<file path="config.mk">
export PLATFORM = sky130hd
export DESIGN_NAME = pc_branch_unit_flat
export DESIGN_NICKNAME = d
export VERILOG_FILES = /design/src/rtl/pc_branch_unit_if.sv /design/src/rtl/pc_branch_unit.sv /design/src/flat_wrapper.sv
export SDC_FILE = /design/constraint.sdc
export NUM_CORES = 1
export LEC_CHECK = 0
export CAP_MARGIN = 10
export CORE_MARGIN = 2
export CORE_UTILIZATION = 42
export DETAILED_ROUTE_END_ITERATION = 10
export HOLD_SLACK_MARGIN = 0.03
export PLACE_DENSITY = 0.79
export SYNTH_ARGS = -nofsm -noshare
export SYNTH_HDL_FRONTEND = slang
export SYNTH_SLANG_ARGS = --single-unit
</file>
<file path="constraint.sdc">
create_clock -name clk -period 5 [get_ports clk]
set_input_delay 1 -clock clk [delete_from_list [all_inputs] [get_ports clk]]
set_output_delay 1 -clock clk [all_outputs]
set_load 0.005 [all_outputs]
</file>
<file path="src/rtl/pc_branch_unit_if.sv">
// Bundle between the execute stage and the fetch-side PC/branch unit.
// The master side drives instruction/ALU information; the slave side
// (the PC unit) returns the PC, branch status, link write and flags.
interface pc_branch_unit_if #(
    parameter int PC_WIDTH = 32
);
    logic                en;
    logic                instr_valid;
    logic [3:0]          br_op;
    logic                flag_we;
    logic                fZero;
    logic                fSign;
    logic                fCarry;
    logic [31:0]         rs_val;
    logic [31:0]         offset;
    logic [PC_WIDTH-1:0] pc;
    logic [PC_WIDTH-1:0] next_pc;
    logic                taken;
    logic                flush;
    logic                link_we;
    logic [31:0]         link_data;
    logic                z_flag;
    logic                s_flag;
    logic                c_flag;

    modport master (
        output en, instr_valid, br_op, flag_we, fZero, fSign, fCarry, rs_val, offset,
        input  pc, next_pc, taken, flush, link_we, link_data, z_flag, s_flag, c_flag
    );

    modport slave (
        input  en, instr_valid, br_op, flag_we, fZero, fSign, fCarry, rs_val, offset,
        output pc, next_pc, taken, flush, link_we, link_data, z_flag, s_flag, c_flag
    );
endinterface

</file>
<file path="src/rtl/pc_branch_unit.sv">
// Fetch-side program counter and KGP-RISC branch resolver.
// Holds the architectural flag register, resolves all branch forms in the
// same cycle, and inserts exactly one wrong-path bubble after a taken branch.
module pc_branch_unit #(
    parameter int          PC_WIDTH = 32,
    parameter logic [31:0] RESET_PC = 32'h0000_0000,
    parameter int          PC_STEP  = 4
) (
    input  logic          clk,
    input  logic          rst,
    pc_branch_unit_if.slave bus
);

    localparam logic [PC_WIDTH-1:0] STEP     = PC_WIDTH'(PC_STEP);
    localparam logic [PC_WIDTH-1:0] PC_START = PC_WIDTH'(RESET_PC);

    // One-hot style codes so a corrupted state register is detectable
    typedef enum logic [1:0] {
        RUN   = 2'b01,
        FLUSH = 2'b10
    } state_t;

    state_t              state;
    logic [PC_WIDTH-1:0] pc_q;
    logic                taken_q;
    logic                flush_q;
    logic                z_q;
    logic                s_q;
    logic                c_q;

    logic                qualified;
    logic                hit;
    logic [PC_WIDTH-1:0] seq_pc;
    logic [PC_WIDTH-1:0] target;
    logic [PC_WIDTH-1:0] next_pc_c;

    assign qualified = bus.en & bus.instr_valid & (state == RUN);
    assign seq_pc    = pc_q + STEP;

    // Branch condition and target selection; conditional-carry forms use the
    // registered flag so a same-cycle flag write is seen only afterwards
    always_comb begin
        hit    = 1'b0;
        target = seq_pc + PC_WIDTH'(bus.offset);
        case (bus.br_op)
            4'b0001: hit = 1'b1;
            4'b0010: begin
                hit    = 1'b1;
                target = PC_WIDTH'(bus.rs_val);
            end
            4'b0011: hit = bus.rs_val[31];
            4'b0100: hit = (bus.rs_val == 32'd0);
            4'b0101: hit = (bus.rs_val != 32'd0);
            4'b0110: hit = 1'b1;
            4'b0111: hit = c_q;
            4'b1000: hit = ~c_q;
            default: hit = 1'b0;
        endcase
    end

    // Next-PC mux: taken target, sequential step, or hold on stall
    always_comb begin
        next_pc_c = pc_q;
        if (qualified && hit) begin
            next_pc_c = target;
        end else if (bus.en) begin
            next_pc_c = seq_pc;
        end
    end

    // PC, flags and RUN/FLUSH sequencing; everything freezes when en is low
    always_ff @(posedge clk or posedge rst) begin
        if (rst) begin
            state   <= RUN;
            pc_q    <= PC_START;
            taken_q <= 1'b0;
            flush_q <= 1'b0;
            z_q     <= 1'b0;
            s_q     <= 1'b0;
            c_q     <= 1'b0;
        end else if (bus.en) begin
            pc_q    <= next_pc_c;
            taken_q <= qualified & hit;
            if (qualified && bus.flag_we) begin
                z_q <= bus.fZero;
                s_q <= bus.fSign;
                c_q <= bus.fCarry;
            end
            case (state)
                RUN: begin
                    if (qualified && hit) begin
                        state   <= FLUSH;
                        flush_q <= 1'b1;
                    end else begin
                        state   <= RUN;
                        flush_q <= 1'b0;
                    end
                end
                FLUSH: begin
                    state   <= RUN;
                    flush_q <= 1'b0;
                end
                default: begin
                    state   <= RUN;
                    flush_q <= 1'b0;
                end
            endcase
        end
    end

    assign bus.pc        = pc_q;
    assign bus.next_pc   = next_pc_c;
    assign bus.taken     = taken_q;
    assign bus.flush     = flush_q;
    assign bus.link_we   = qualified & (bus.br_op == 4'b0110);
    assign bus.link_data = 32'(seq_pc);
    assign bus.z_flag    = z_q;
    assign bus.s_flag    = s_q;
    assign bus.c_flag    = c_q;

endmodule

</file>
<file path="src/flat_wrapper.sv">
// flat-port wrapper written by rule: the top's interface ports become plain ports
module pc_branch_unit_flat 
#(
    parameter int          PC_WIDTH = 32,
    parameter logic [31:0] RESET_PC = 32'h0000_0000,
    parameter int          PC_STEP  = 4
)
  (clk, rst, bus_en, bus_instr_valid, bus_br_op, bus_flag_we, bus_fZero, bus_fSign, bus_fCarry, bus_rs_val, bus_offset, bus_pc, bus_next_pc, bus_taken, bus_flush, bus_link_we, bus_link_data, bus_z_flag, bus_s_flag, bus_c_flag);
  pc_branch_unit_if #(.PC_WIDTH(PC_WIDTH)) bus_i ();
  input  logic clk;
  input  logic rst;
  input wire logic [$bits(bus_i.en)-1:0] bus_en;
  input wire logic [$bits(bus_i.instr_valid)-1:0] bus_instr_valid;
  input wire logic [$bits(bus_i.br_op)-1:0] bus_br_op;
  input wire logic [$bits(bus_i.flag_we)-1:0] bus_flag_we;
  input wire logic [$bits(bus_i.fZero)-1:0] bus_fZero;
  input wire logic [$bits(bus_i.fSign)-1:0] bus_fSign;
  input wire logic [$bits(bus_i.fCarry)-1:0] bus_fCarry;
  input wire logic [$bits(bus_i.rs_val)-1:0] bus_rs_val;
  input wire logic [$bits(bus_i.offset)-1:0] bus_offset;
  output wire logic [$bits(bus_i.pc)-1:0] bus_pc;
  output wire logic [$bits(bus_i.next_pc)-1:0] bus_next_pc;
  output wire logic [$bits(bus_i.taken)-1:0] bus_taken;
  output wire logic [$bits(bus_i.flush)-1:0] bus_flush;
  output wire logic [$bits(bus_i.link_we)-1:0] bus_link_we;
  output wire logic [$bits(bus_i.link_data)-1:0] bus_link_data;
  output wire logic [$bits(bus_i.z_flag)-1:0] bus_z_flag;
  output wire logic [$bits(bus_i.s_flag)-1:0] bus_s_flag;
  output wire logic [$bits(bus_i.c_flag)-1:0] bus_c_flag;
  assign bus_i.en = bus_en;
  assign bus_i.instr_valid = bus_instr_valid;
  assign bus_i.br_op = bus_br_op;
  assign bus_i.flag_we = bus_flag_we;
  assign bus_i.fZero = bus_fZero;
  assign bus_i.fSign = bus_fSign;
  assign bus_i.fCarry = bus_fCarry;
  assign bus_i.rs_val = bus_rs_val;
  assign bus_i.offset = bus_offset;
  assign bus_pc = bus_i.pc;
  assign bus_next_pc = bus_i.next_pc;
  assign bus_taken = bus_i.taken;
  assign bus_flush = bus_i.flush;
  assign bus_link_we = bus_i.link_we;
  assign bus_link_data = bus_i.link_data;
  assign bus_z_flag = bus_i.z_flag;
  assign bus_s_flag = bus_i.s_flag;
  assign bus_c_flag = bus_i.c_flag;
  pc_branch_unit #(.PC_WIDTH(PC_WIDTH), .RESET_PC(RESET_PC), .PC_STEP(PC_STEP)) u_core (.clk(clk), .rst(rst), .bus(bus_i));
endmodule
</file>
==> flow_summary.ini <==
[floorplan]
fp.dieH_um = 111
die-area_sq_mm = 0.0124
boundaryPins = 178
placementRows = 39
start_util_pct = 42.7
die_x_um = 111
core_sq_mm = 0.0113

[worst_setup_path]
cpMaxStageDelayCell = or4b_4
setup.worst_path.end_class = output pin
cp_cell_sequence = ha_2 > and2_4 > and2_4 > buf_4 > nand2_1 > xnor2_2 > ha_4 > a21oi_1 > nand2_1 > or4b_4 > o2111ai_4 > nand2_2 > a221oi_2 > xor2_1 > a21oi_1 > dlygate4sd2_1
cp_slowest_stage_delay_ns = 0.57
critPathTopFamily = simple AND/OR/NAND/NOR gates
worst-path-stages = 16
crit_type = reg -> out
path_max_fanout = 5
crit_path_start_kind = flip-flop
reg2reg_depth = 22
crit_buf_inv = 2
arrival_ns = 3.93
cp.required_ns = 4.00

[grt]
grtUsageTotal_pct = 31.7
antenna_found_initial = 0
grt_pass1_vias = 6333
overflow = 0
grt_pass1_wl_um = 31800
grt_max_degree = 39

[yosys]
synth_edf_count = 0
yosysSeqAreaShare_pct = 19.7
netlist_top_cells_area = dfrtp_1 (19%), ha_1 (10%), xor2_1 (8.9%)
ys.flop_type = dfrtp_1
yosys_warnings = 0
synth_top_area_cell = dfrtp_1
synth_cells = 623
synth.cell_area_sq_mm = 0.00484
synth-seq-cells = 38
synth.distinct_cells = 65
syn_avg_cell_area_sq_um = 7.76
synthArstFlopShare_pct = 100
synth_nets = 739
synth_top_area_share_pct = 19.1

[timing]
period_needed_ns = 4.93
drv_slew = 0
finalCritPeriodShare_pct = 98.6
worstMarginPinSlew_ns = 0.581
skew_ns = 0.00991
finalHoldWorstSlack_ns = 0.490
fmax_ghz = 0.203
hold_viol = 0
finalSetupViolations = 0
fin_ws_ns = 0.0715
slew_headroom_pct = 61.3

[flow_run]
maxCapViolations = 0

[routing]
totalWireLength_um = 20900
first_pass_iters = 7
drt-vias-per-instance = 5.93
wl_met1_um = 7940
top_layer_used = met4
via_count = 6372
drc = 0
met3_wirelength_um = 1780
drtIter0Drc = 423
wl_per_cell_um = 19.4
route.met2.wl_um = 10200
antenna_left = 0

[cells_and_area]
layout-drive-gt1-share_pct = 28.5
num_antenna_cells = 0
area_growth_pct = 74.9
nets = 1047
fillers = 854

[clock_tree]
clock-root-buffer = clkbuf_16
cts.clk_slew.worst_paths_ns = 0.07
cts_tree = built
clk_path_buf_depth = 2
clk-insertion-delay-late_ns = 0.30
cts-htree-levels = 2
cts_inserted_buffers = 5
postCtsHoldBufs = 0
clkSinkCount = 38

[pwr]
finalPower_uw = 5210
ir_worst_vdd_mv = 0.423
p_per_area_mw_per_mm2 = 616
leakagePower_uw = 0.00375

[status]
status = finished, final reports clean

[placement]
io_buffers = 177
dp_hpwl_um = 15600
place_congestion = 0.961
dpl_worst_slack_ns = -0.316

[worst_hold_path]
hold_depth = 2
hp-class = reg -> reg
==> registers in the layout (all words and copies together) (netlist names) <==
| register | count |
|---|---|
| u_core.bus.s_flag | 1 |
| u_core.bus.z_flag | 1 |
| u_core.state | 1 |
| u_core.bus.pc | 32 |
| u_core.bus.taken | 1 |
| u_core.bus.flush | 1 |
| u_core.bus.c_flag | 1 |
==> stage by stage <==
stage	area [sq um]	std cells	setup TNS [ns]	util [%]
final	8460	1075	0	74.7
after global routing	8460	1075	-0.203	74.7
after CTS	8110	1063	-0.113	71.7
after detailed placement	7690	1043	-3.22	67.9
after global placement	7690	1043	-2.45	67.9
after floorplan	4840	623	0	-
==> worst min-delay path: stages (launching register included) <==
cell	delay, ns
dfstp_2	0.37
nor2_1	0.08
nor2_1	0.05
==> routing by layer <==
metal,GRT usage [%],vias up
li1,-,2902
met1,38.2,3026
met2,55.4,372
met3,5.85,72
met4,13.7,0
met5,0,-
==> worst paths after layout <==
kind | to | startpoint | slack, ns
setup / recovery | bus_next_pc[28] | u_core.bus.pc[2]$_DFFE_PP0P_ | 0.07
hold / removal | u_core.state[0]$_DFFE_PP1P_ | u_core.state[0]$_DFFE_PP1P_ | 0.49
setup reg to reg | u_core.bus.pc[29]$_DFFE_PP0P_ | u_core.bus.pc[12]$_DFFE_PP0P_ | 1.05
hold reg to reg | u_core.state[0]$_DFFE_PP1P_ | u_core.state[0]$_DFFE_PP1P_ | 0.49
max in group asynchronous | u_core.bus.pc[12]$_DFFE_PP0P_ | rst | 3.43
min in group asynchronous | u_core.bus.pc[1]$_DFFE_PP0P_ | rst | 1.16
==> cells by family (layout without fill, tap and decap cells) <==
group                      count (synthesis)  after routing  synth area share [%]
and+or+nand+nor                          222            222                  23.9
adders and majority gates                 40             40                  10.5
muxes                                      7              7                  1.55
AOI/OAI and AO/OA                        192            192                  26.1
xor gates and xnor gates                  77             77                  14.1
buffers and inverters                     47            356                  4.14
DFF                                       38             38                  19.7
==> layout by cell type, fill, tap and decap left out, types with 8 or more instances in the layout <==
cell type        count
clkdlybuf4s50_1    158
buf_4              153
nand2_1             69
a21oi_1             47
xor2_1              40
dfrtp_1             37
nor2_1              35
o21ai_0             32
ha_1                30
nand3_1             22
xnor2_1             21
a21o_1              18
nand4_1             15
nor3_1              13
inv_1               11
a211oi_1            10
nor4_1               9
dlygate4sd2_1        9
xor2_2               8
a22oi_1              8
o211ai_1             8
==> layout make-up <==
| class | count | area, sq um | area share (%) |
|---|---|---|---|
| Multi-Input combinational cell | 538 | 4150 | 49.0 |
| Inverter | 13 | 48.8 | 0.577 |
| Tap cell | 143 | 179 | 2.12 |
| Clock buffer | 5 | 125 | 1.48 |
| Sequential cell | 38 | 952 | 11.3 |
| Clock inverter | 3 | 45.0 | 0.533 |
| Timing Repair Buffer | 335 | 2960 | 35.0 |
==> synthesized netlist by cell type (all sizes together), types with 5 or more instances <==
library cell,number
o211ai,8
o21ai,43
nor3,18
clkbuf,19
nand3,26
nand2,70
xor2,49
a211o,7
a21oi,51
and3,12
xnor2,28
nor4,11
and4,7
a221oi,5
nand4,18
dfrtp,37
a31oi,6
and2,5
a21o,20
ha,39
buf,15
a211oi,11
inv,13
nor2,41
a22oi,11
==> where the power goes <==
part	switching, uW	leakage [uW]	internal, uW
clock network	159	0.0000760	236
registers	174	0.000449	444
logic	1980	0.00322	2220
==> what timing repair did <==
action / CTS / global route
resized for setup: 66 / 65
setup buffers: 12 / 12
cloned: 0 / 0
setup endpoints to repair: 17 / 26
pin swaps: 18 / 41
Note: power is estimated with default switching activity, not from simulation.
